[src/rtl/audio_pkg.sv]
// audio_pkg: shared frame geometry and default divider constants for the DAC serializer
package audio_pkg;
  localparam int SLOT_BITS     = 32;
  localparam int FRAME_BITS    = 64;
  localparam int IDX_W         = $clog2(FRAME_BITS);
  localparam int POS_W         = $clog2(SLOT_BITS);
  localparam int BCLK_HALF_DEF = 8;
  localparam int MCLK_HALF_DEF = 2;
endpackage

[src/rtl/audio_dac_serializer_clk_div_toggle.sv]
// clk_div_toggle: divide-by-2*HALF clock whose level toggles every HALF cycles
// Ports: clk, rst_n (async active-low), q = divided clock level,
//        fall = high in the cycle whose closing edge drives q from 1 to 0
module clk_div_toggle #(
  parameter int HALF = 2
) (
  input  logic clk,
  input  logic rst_n,
  output logic q,
  output logic fall
);
  localparam int W = HALF > 1 ? $clog2(HALF) : 1;
  logic [W-1:0] cnt;
  logic         wrap;
  assign wrap = cnt == W'(HALF - 1);
  assign fall = wrap && q;
  always_ff @(posedge clk or negedge rst_n)
    if (!rst_n) begin
      cnt <= '0;
      q   <= 1'b0;
    end else begin
      cnt <= wrap ? '0 : cnt + W'(1);
      q   <= q ^ wrap;
    end
endmodule

[src/rtl/audio_dac_serializer.sv]
// audio_dac_serializer: mono sample to codec serial stream with MCLK/BCLK/LRCK generation
// Ports: CLOCK_50 clock, resetn async active-low reset, sample_in mono sample,
//        mute silences whole frames, aud_xck/aud_bclk/aud_daclrck/aud_dacdat codec pins,
//        sample_tick one-cycle pulse per frame.
// Build option: define AUDIO_SER_LEFTJ_EN for left-justified slots (default I2S).
module audio_dac_serializer
  import audio_pkg::*;
#(
  parameter int SAMPLE_W  = 16,
  parameter int BCLK_HALF = BCLK_HALF_DEF,
  parameter int MCLK_HALF = MCLK_HALF_DEF
) (
  input  logic                CLOCK_50,
  input  logic                resetn,
  input  logic [SAMPLE_W-1:0] sample_in,
  input  logic                mute,
  output logic                aud_xck,
  output logic                aud_bclk,
  output logic                aud_daclrck,
  output logic                aud_dacdat,
  output logic                sample_tick
);
  logic                 bclk_fall;
  logic                 mclk_fall_unused;
  logic [IDX_W-1:0]     bit_idx;
  logic [IDX_W-1:0]     nxt_idx;
  logic [POS_W-1:0]     pos;
  logic [SAMPLE_W-1:0]  hold;
  logic                 mute_q;
  logic [SLOT_BITS-1:0] slot;
  logic                 latch;
  logic                 dat_nxt;

  clk_div_toggle #(.HALF(MCLK_HALF)) u_mclk (
    .clk  (CLOCK_50),
    .rst_n(resetn),
    .q    (aud_xck),
    .fall (mclk_fall_unused)
  );

  clk_div_toggle #(.HALF(BCLK_HALF)) u_bclk (
    .clk  (CLOCK_50),
    .rst_n(resetn),
    .q    (aud_bclk),
    .fall (bclk_fall)
  );

  // The slot word is laid out MSB-first so slot position p reads bit ~p.
`ifdef AUDIO_SER_LEFTJ_EN
  assign slot = SLOT_BITS'(hold) << (SLOT_BITS - SAMPLE_W);
`else
  assign slot = SLOT_BITS'(hold) << (SLOT_BITS - 1 - SAMPLE_W);
`endif

  assign nxt_idx     = bit_idx + IDX_W'(1);
  assign pos         = nxt_idx[POS_W-1:0];
  assign latch       = bclk_fall && bit_idx == IDX_W'(FRAME_BITS - 2);
  // hold only changes going into position 63, whose slot bit still belongs to
  // the outgoing frame, so the current hold is always the right source here.
  assign dat_nxt     = !mute_q && slot[~pos];
  assign aud_daclrck = bit_idx[IDX_W-1];

  always_ff @(posedge CLOCK_50 or negedge resetn)
    if (!resetn) begin
      bit_idx     <= '0;
      hold        <= '0;
      mute_q      <= 1'b0;
      aud_dacdat  <= 1'b0;
      sample_tick <= 1'b0;
    end else begin
      sample_tick <= latch;
      if (bclk_fall) begin
        bit_idx    <= nxt_idx;
        aud_dacdat <= dat_nxt;
      end
      if (latch) begin
        hold   <= sample_in;
        mute_q <= mute;
      end
    end
endmodule
[config.mk]
export PLATFORM = sky130hd
export DESIGN_NAME = audio_dac_serializer
export DESIGN_NICKNAME = d
export VERILOG_FILES = /design/src/rtl/audio_pkg.sv /design/src/rtl/audio_dac_serializer_clk_div_toggle.sv /design/src/rtl/audio_dac_serializer.sv
export SDC_FILE = /design/constraint.sdc
export NUM_CORES = 1
export LEC_CHECK = 0
export CORE_MARGIN = 2
export CORE_UTILIZATION = 51
export CTS_CLUSTER_DIAMETER = 200
export DETAILED_ROUTE_END_ITERATION = 12
export HOLD_SLACK_MARGIN = 0.08
export PLACE_DENSITY = 0.77
export SYNTH_ARGS = -nofsm -noshare
export SYNTH_HDL_FRONTEND = slang
export SYNTH_SLANG_ARGS = --single-unit
[constraint.sdc]
create_clock -name CLOCK_50 -period 2.69 [get_ports CLOCK_50]
set_input_delay 0.269 -clock CLOCK_50 [delete_from_list [all_inputs] [get_ports CLOCK_50]]
set_output_delay 0.269 -clock CLOCK_50 [all_outputs]
set_load 0.01 [all_outputs]
=== After elaboration in Yosys (flattened, before gate mapping) ===
Index checks and enable logic that the tools add are counted.

* Add/subtract/negate cells: 3
* Magnitude comparators: 1
* Equal/unequal tests: 2
* Muxes and demuxes: 4
* Bitwise logic cells: 3
* Reduce and logical (&&, ||, !) cells: 4

{| class="wikitable"
|+ Operators by type and width
! operator !! count
|-
| adder 6 x 1 -> 6 bit (second input constant) || 1
|-
| == test 6 bit (second input constant) || 1
|-
| less-than comparator 5 x 6 -> 1 bit (second input constant) || 1
|-
| binary-select mux 1 bit (select 5 bit) || 1
|-
| NOT 5 bit || 1
|-
| adder 3 x 1 -> 3 bit (second input constant) || 1
|-
| == test 3 bit (second input constant) || 1
|-
| logical AND 1 bit || 3
|-
| 2-to-1 mux 3 bit || 1
|-
| 2-to-1 mux 1 bit || 2
|-
| XOR 1 bit || 2
|-
| adder 1 bit (second input constant) || 1
|-
| zero test 1 bit || 1
|}

* Register bits after elaboration: 31
* Input port bits: 19
* Output and inout port bits: 5
* Word-level logic and storage cells: 26

=== Depth between registers and ports, before layout ===
Gate-level depths: netlist of run 1.

* Word-level depth: 5
* Gate-level depth with buffers: 9
* Gate-level depth less buffers: 7

=== Hierarchy ===
A second synthesis of run 1 with hierarchy kept.

* Cells, all modules: 109
* Area total of the unflattened synthesis: 1507.7 µm²

{| class="wikitable"
|+ By module, submodules not included
! module !! instances !! cells an instance !! area each (µm²) !! sequential area each (µm²)
|-
| audio_dac_serializer || 1 || 94 || 1278.7 || 625.6
|-
| clk_div_toggle at u_bclk || 1 || 11 || 162.7 || 100.1
|-
| clk_div_toggle at u_mclk || 1 || 4 || 66.3 || 50.0
|}

=== Worst setup path before layout of run 1 ===
No wires, ideal clock.

* Kind: reg-to-reg
* Start: reg u_bclk.cnt[0]
* End: reg hold[1]
* Library setup time: 0.125 ns
* Arrival time: 1.804 ns
* Required time: 2.565 ns
* Slack: 0.761 ns
* Cell stages (with the launch flop): 9
* Path buffers: 2
* Clock period less this slack: 1.929 ns
* Cell sequence: dfrtp_1 > ha_1 > ha_1 > ha_1 > buf_4 > nand4_1 > nor2_4 > buf_4 > mux2_2

* Cells in the longest elaborated chain, start to end: 3

{| class="wikitable"
|+ Ends and longest elaborated chain
! element !! line !! source
|-
| from (decl) || audio_dac_serializer_clk_div_toggle.sv:13 || <nowiki>logic [W-1:0] cnt;</nowiki>
|-
| from (signal assigned) || audio_dac_serializer_clk_div_toggle.sv:22 || <nowiki>cnt <= wrap ? '0 : cnt + W'(1);</nowiki>
|-
| == test 3 bit || audio_dac_serializer_clk_div_toggle.sv:15 || <nowiki>assign wrap = cnt == W'(HALF - 1);</nowiki>
|-
| logical AND 1 bit || audio_dac_serializer_clk_div_toggle.sv:16 || <nowiki>assign fall = wrap && q;</nowiki>
|-
| named net bclk_fall || audio_dac_serializer.sv:23 || <nowiki>logic bclk_fall;</nowiki>
|-
| logical AND 1 bit || audio_dac_serializer.sv:57 || <nowiki>assign latch = bclk_fall && bit_idx == IDX_W'(FRAME_BITS - 2);</nowiki>
|-
| named net latch || audio_dac_serializer.sv:31 || <nowiki>logic latch;</nowiki>
|-
| to (signal assigned) || audio_dac_serializer.sv:77 || <nowiki>hold <= sample_in;</nowiki>
|-
| to (decl) || audio_dac_serializer.sv:28 || <nowiki>logic [SAMPLE_W-1:0] hold;</nowiki>
|}

The timed path passes the listed nets, and every way through them passes these cells.
A chain may end at the register's enable or synchronous reset.

=== Worst setup path after layout of run 1 ===
* Start: reg bit_idx[0]
* End: reg aud_dacdat

* Cells in the longest elaborated chain, start to end: 5

{| class="wikitable"
|+ Ends and longest elaborated chain
! element !! line !! source
|-
| from (decl) || audio_dac_serializer.sv:25 || <nowiki>logic [IDX_W-1:0] bit_idx;</nowiki>
|-
| from (signal assigned) || audio_dac_serializer.sv:73 || <nowiki>bit_idx <= nxt_idx;</nowiki>
|-
| adder 6 x 1 -> 6 bit || audio_dac_serializer.sv:55 || <nowiki>assign nxt_idx = bit_idx + IDX_W'(1);</nowiki>
|-
| named net nxt_idx[0] || audio_dac_serializer.sv:26 || <nowiki>logic [IDX_W-1:0] nxt_idx;</nowiki>
|-
| NOT 5 bit || audio_dac_serializer.sv:60 || <nowiki>assign dat_nxt = !mute_q && slot[~pos];</nowiki>
|-
| binary-select mux 1 bit (select 5 bit) || audio_dac_serializer.sv:60 ||
|-
| 2-to-1 mux 1 bit (implied by the code) || audio_dac_serializer.sv:60 ||
|-
| logical AND 1 bit || audio_dac_serializer.sv:60 ||
|-
| to (signal assigned) || audio_dac_serializer.sv:74 || <nowiki>aud_dacdat <= dat_nxt;</nowiki>
|-
| to (decl) || audio_dac_serializer.sv:20 || <nowiki>output logic aud_dacdat,</nowiki>
|}

The timed path passes the listed nets, and every way through them passes these cells. The select of a mux whose other input is x is not followed.

==> metrics.md, run 1 <==
| Metric | Value |
|---|---|
| Most used DFF post-synth | dfrtp_1 |
| Critical path's slowest cell | dfrtp_1 |
| CP max stage delay | 610 ps |
| Met1 Use GR | 0.198 |
| Pwr/cell area | 452 nW/um^2 |
| Setup Skew | 7.44 ps |
| Die ar. | 3200 sq um |
| Worst Path Required | 2900 ps |
| Multi-input logic area | 586 sq um |
| Top cells by area, synth | dfrtp_1 55%, mux2_2 13%, ha_1 4.4%, mux4_2 3.2%, xor2_1 3.1% |
| Tcrit/Tclk final | 0.842 |
| CP Capture Point | aud_dacdat$_DFFE_PN0P_ |
| Register share of total power | 0.605 |
| Worst Tran Pin Value | 473 ps |
| Leak | 0.827 nW |
| Max Cap Viol | 0 |
| Worst vdd ir | 0.398 mV |
| Post-synth ARST share | 1.00 |
| Post-route setup slack | 425 ps |
| Clk buf depth | 2 |
| RD Place Congestion | 0.803 |
| Die Y | 56.6 um |
| Sw Ratio | 0.207 |
| Core footprint | 2690 sq um |
| DRC viols | 0 |
| Post-CTS setup buffer count | 0 |
| Hold WS | 329 ps |
| Switching power of the nets | 159 uW |
| Port Buffers | 23 |
| Overall power | 769 uW |
| Resize count post-CTS | 0 |
| Synth Instances | 103 |
| Layout cells sized above 1 | 0.209 |
| Crit-path max FO | 10 |
| Layout net count | 153 |
| TritonCTS clock tree | yes |
| Post-CTS Hold Buffers | 0 |
| H-tree Lvls | 2 |
| Synth-to-Final Area Change | 20.7% |
| Total number of vias | 893 |
| M3 GR Usage | 0.0553 |
| Endpoints failing setup | 0 |
| Vias in the first global route | 945 |
| Row count | 19 |
| Synth cell count leaders | 31 x dfrtp_1, 16 x mux2_2, 6 x nand2_1 |
| Routed WL per cell | 14.3 um |
| GR peak layer | met2 |
| Worst Setup Path Type | register to register |
| FF/Latch Area | 776 sq um |
| Die X | 56.6 um |
| FF-to-FF Start | bit_idx[0]$_DFFE_PN0P_ |
| GRT Residual Overflow | 0 |
| # fillers | 231 |
| Final Hold Violating Endpoints | 0 |
| WP data arrival | 2480 ps |
| Crit-path cells | inv_1, ha_1, mux4_2, mux2i_1, a221oi_1, a311o_1 |
| Int Pwr | 610 uW |
| Most frequent cell after synthesis | dfrtp_1 |
| First-pass GRT wire length | 4.11 mm |
| Seq/Total Area, Yosys | 0.550 |
| Synth area leader | dfrtp_1 |
| Crit. Startpoint | bit_idx[0]$_DFFE_PN0P_ |
| Worst slack at placement | 459 ps |
| Final slew viol count | 0 |
| DRT antenna net count | 0 |
| Fmax | 441 MHz |
| FF+latch count, synth | 31 |
| Syn nets | 127 |
| Largest net degree at the start of global routing | 32 |
| Rel. slew slack | 0.684 |
| Post-synth EDFFs | 0 |
| RR Endpoint | aud_dacdat$_DFFE_PN0P_ |
| Antenna diode count | 0 |
| Drt total wl | 2.29 mm |
| Ys Warns | 0 |
| CP startpoint kind | register |
| GRT met2 Usage | 0.277 |
| Power share of the combinational group | 0.046 |
| TritonRoute pass-1 iters | 4 |
| HP Class | input port to async pin |
| Non-filler cells, final | 160 |
| Mapped cell area | 1410 sq um |
| # IOs | 24 |
| Mean Syn Cell Area | 13.7 sq um |
| Clock power share | 0.349 |
| Distinct cell type count after synthesis | 27 |
| Worst R2R Setup Slack | 420 ps |
| CTS sink cnt | 31 |
| Clk slew on worst S/H paths | 90 ps |
| Vias per Instance | 5.58 |
| Cell Count Post-Placement | 153 |
| Status | completed |
| Number of buffers created by CTS | 5 |
| Min Tclk post-route | 2270 ps |
| Area share of the largest cell type after synthesis | 0.550 |
| Clock Latency Late Sink | 320 ps |
| Root buf cell | clkbuf_4 |
| Tot GR Track Use | 0.169 |
| Setup TNS | 0 ps |
| Unrepaired setup endpoints after global routing | false |
| Initial DRC count | 12 |
| Initial antenna violation count | 0 |
| Worst reg-to-reg path cell count | 6 |
| Setup crit end kind | register |
| Final HPWL DP | 1.67 mm |
| Starting Density | 0.525 |
critical path, delay by kind of cell, from the launching register on:
family                   cells  cell delay [ps]
flip-flops                   1              610
multiplexers                 2              530
adder cells (fa/ha/maj)      1              470
AO/OA/AOI/OAI                2              380
buffers and inverters        1              150
placed cells by master, fill, tap and decap left out, drive strengths merged, types with 3 or more instances in the layout:
master / netlist / final
xnor2: 4 / 4
ha: 5 / 5
nand4: 3 / 3
nand2: 6 / 6
xor2: 5 / 5
nor2: 5 / 5
clkdlybuf4s50: 0 / 23
mux4: 3 / 3
dfrtp: 31 / 31
clkbuf: 0 / 6
mux2: 17 / 17
a21oi: 3 / 3
per-stage QoR:
step	area (sq um)	util
3_3_place_gp	1650	0.612
5_1_grt	1700	0.633
2_1_floorplan	1410	-
4_1_cts	1700	0.633
3_5_place_dp	1650	0.612
6_report	1700	0.633
cells by family (layout without fill, tap and decap cells):
family | after synthesis | count (layout) | synth area share
flops | 31 | 31 | 0.550
mux | 22 | 22 | 0.201
simple gates | 22 | 22 | 0.0816
xor+xnor | 9 | 9 | 0.0559
compound gates | 7 | 7 | 0.0328
buf+inv | 7 | 33 | 0.0346
fa+ha+maj | 5 | 5 | 0.0444
flip-flops by register name, summed over array words and instances, names as in the netlist:
signal	count
aud_dacdat	1
bit_idx	6
hold	16
mute_q	1
sample_tick	1
u_bclk.cnt	3
u_bclk.q	1
u_mclk.cnt	1
u_mclk.q	1
final cells by class:
class / count / share of cell area
clock buffer: 6 / 0.0301
clock inverter: 1 / 0.00294
inverter: 2 / 0.00441
multi-input combinational: 65 / 0.344
sequential: 31 / 0.456
tap: 31 / 0.0228
timing repair buffer: 24 / 0.140
power groups by stage:
| stage | clock network [mW] | registers (mW) | logic (mW) |
|---|---|---|---|
| finish | 0.268 | 0.466 | 0.0356 |
| global route | 0.299 | 0.466 | 0.0397 |
| CTS | 0.278 | 0.466 | 0.0366 |
| detailed placement | 0 | 0.475 | 0.0365 |
| global placement | 0 | 0.475 | 0.0355 |
| floorplan | 0 | 0.475 | 0.000210 |
metal layers:
layer | up-vias | wire, um
met5 | - | 0
met4 | 0 | 47
met3 | 5 | 117
met2 | 23 | 1180
met1 | 449 | 947
li1 | 416 | -
how the worst min path moves through the flow:
| stage | endpoint | slack [ps] | depth (start not counted) |
|---|---|---|---|
| floorplan | aud_dacdat$_DFFE_PN0P_ | -30 | 0 |
| detailed placement | u_bclk.cnt[0]$_DFF_PN0_ | 430 | 1 |
| finish | hold[1]$_DFFE_PN0P_ | 330 | 2 |
| CTS | hold[8]$_DFFE_PN0P_ | 340 | 2 |
| global placement | u_bclk.cnt[0]$_DFF_PN0_ | 410 | 1 |
| global route | mute_q$_DFFE_PN0P_ | 370 | 2 |
(Power assumes the default switching activity.)
==> run 2, diff against run 1 <==
==> constraint.sdc (replaced) <==
create_clock -name CLOCK_50 -period 2.1 [get_ports CLOCK_50]
set_input_delay 0.21 -clock CLOCK_50 [delete_from_list [all_inputs] [get_ports CLOCK_50]]
set_output_delay 0.21 -clock CLOCK_50 [all_outputs]
set_load 0.01 [all_outputs]
==> run 2 against run 1 <==
- worst hold slack got worse by 80 ps
- final area up 1.5%
- critical path depth did not move
- setup slack got worse by 260 ps
- via count is 1.8% lower
- clock-buffer cell count is 1 lower
- sequential cell count did not move
- core utilization is 0.98 points higher
- die area stayed put
- first-iteration DRC count down 58%
- largest cell class unchanged
==> metrics.md, run 2 (same netlist as run 1, synthesis figures left out) <==
| Metric | Value |
|---|---|
| Status | completed |
| Rel. slew slack | 0.739 |
| Most frequent cells in the layout | 31 x dfrtp_1, 23 x clkdlybuf4s50_1, 16 x mux2_2 |
| Pwr/cell area | 570 nW/um^2 |
| Worst path depth | 6 |
| Resize count post-CTS | 0 |
| CP Capture Point | aud_dacdat$_DFFE_PN0P_ |
| Critical path's slowest cell | dfrtp_1 |
| Worst reg-to-reg path cell count | 6 |
| CP max stage delay | 470 ps |
| Delay-heaviest family, CP | flip-flops |
| Number of buffers created by CTS | 5 |
| Synth-to-Final Area Change | 22.5% |
| Core footprint | 2690 sq um |
| Worst Setup Path Type | register to register |
| Starting Density | 0.525 |
| Max reg flops | 16 |
| TritonCTS clock tree | yes |
| Die ar. | 3200 sq um |
| First-pass GRT wire length | 4.20 mm |
| Unrepaired setup endpoints after global routing | false |
| Crit-path max FO | 7 |
| Worst Path Required | 2330 ps |
| Clock Latency Late Sink | 340 ps |
| Final HPWL DP | 1.66 mm |
| H-tree Lvls | 2 |
| FF-to-FF Start | bit_idx[0]$_DFFE_PN0P_ |
| Crit. Startpoint | bit_idx[0]$_DFFE_PN0P_ |
| Top reg by flops | hold |
| Row count | 19 |
| Max Cap Viol | 0 |
| Routed WL per cell | 14.3 um |
| Die X | 56.6 um |
| GRT Residual Overflow | 0 |
| Largest net degree at the start of global routing | 32 |
| RD Place Congestion | 0.874 |
| Most common cell after layout, fill and taps aside | dfrtp_1 |
| Root buf cell | clkbuf_4 |
| DRT antenna net count | 0 |
| HP Class | input port to async pin |
| RR Endpoint | aud_dacdat$_DFFE_PN0P_ |
| Leak | 0.834 nW |
| Fmax | 518 MHz |
| Regs by FF count | hold: 16 flops, bit_idx: 6 flops, u_bclk.cnt: 3 flops |
| Worst Tran Pin Value | 392 ps |
| Min Tclk post-route | 1930 ps |
| Antenna diode count | 0 |
| Tot GR Track Use | 0.176 |
| Clk buf depth | 2 |
| CTS sink cnt | 31 |
| # IOs | 24 |
| WP data arrival | 2160 ps |
| Clk slew on worst S/H paths | 100 ps |
| Die Y | 56.6 um |
| Non-filler cells, final | 164 |
| Post-CTS setup buffer count | 0 |
| Endpoints failing setup | 0 |
| DRC viols | 0 |
| Initial DRC count | 5 |
| Tcrit/Tclk final | 0.920 |
| CP startpoint kind | register |
| Worst vdd ir | 0.533 mV |
| Post-CTS Hold Buffers | 0 |
| Setup crit end kind | register |
| Vias in the first global route | 931 |
| Vias per Instance | 5.35 |
| Buf/Inv on CP | 1 |
| TritonRoute pass-1 iters | 4 |
| Setup Skew | 7.53 ps |
| Final Hold Violating Endpoints | 0 |
| Layout cells sized above 1 | 0.241 |
| Total number of vias | 877 |
| Cell Count Post-Placement | 156 |
| Final slew viol count | 0 |
| Initial antenna violation count | 0 |
| Drt total wl | 2.34 mm |
| Layout net count | 156 |
| # fillers | 216 |
| Crit-path cells | inv_1, ha_2, mux4_2, mux2i_1, a221oi_1, a311o_1 |
| Port Buffers | 23 |
| Setup TNS | 0 ps |
| Worst R2R Setup Slack | 170 ps |
==> run 2: cell count changes in the layout (fill, tap and decap cells not counted) <==
| cell | change |
|---|---|
| buf_4 | +3 |
| clkbuf_8 | -1 |
| clkinvlp_4 | +2 |
| ha_1 | -1 |
| ha_2 | +1 |
==> run 2: where the power goes <==
| part | leakage, nW | switching, mW | internal [mW] |
|---|---|---|---|
| Clock | 0.0272 | 0.216 | 0.128 |
| Combinational | 0.392 | 0.0150 | 0.0302 |
| Sequential | 0.415 | 0 | 0.596 |
==> run 2: per-stage QoR <==
step / utilization / hold WS, ps / setup WS, ps / power [mW] / instance area (sq um)
after global routing: 0.643 / 261 / 21.4 / 1.03 / 1730
final: 0.643 / 250 / 169 / 0.986 / 1730
after detailed placement: 0.621 / 420 / 129 / 0.655 / 1670
after CTS: 0.642 / 252 / 110 / 1.00 / 1730
after global placement: 0.621 / 413 / 211 / 0.653 / 1670
after floorplan: - / -85.6 / 171 / 0.609 / 1410
==> run 2: cell type report <==
class | instances | area, sq um | area share
clock buffer | 5 | 37.5 | 0.0217
clock inverter | 3 | 20.0 | 0.0116
inverter | 2 | 7.51 | 0.00434
multi-input combinational | 65 | 588 | 0.340
sequential | 31 | 776 | 0.449
tap | 31 | 38.8 | 0.0224
timing repair buffer | 27 | 260 | 0.151
==> run 2: how the worst min path moves through the flow <==
stage / endpoint / start / cells after the start
floorplan: aud_dacdat$_DFFE_PN0P_ / resetn / 0
global placement: u_bclk.cnt[0]$_DFF_PN0_ / u_bclk.cnt[0]$_DFF_PN0_ / 1
detailed placement: u_bclk.cnt[0]$_DFF_PN0_ / u_bclk.cnt[0]$_DFF_PN0_ / 1
CTS: bit_idx[4]$_DFFE_PN0P_ / resetn / 2
global route: sample_tick$_DFF_PN0_ / resetn / 2
finish: sample_tick$_DFF_PN0_ / resetn / 2
==> run 2: metal layers <==
layer  global-route usage  share of wire
met1                0.221           0.44
met2                0.269           0.49
met3               0.0668          0.045
met4               0.0816          0.028
met5                    0              0
==> run 3, diff against run 2 <==
==> constraint.sdc (replaced) <==
create_clock -name CLOCK_50 -period 2.1 [get_ports CLOCK_50]
set_input_delay 0.21 -clock CLOCK_50 [delete_from_list [all_inputs] [get_ports CLOCK_50]]
set_output_delay 0.21 -clock CLOCK_50 [all_outputs]
set_load 0.02 [all_outputs]
==> results of run 3 <==
No change in the layout: final DEF, timing and power equal those of run 2.
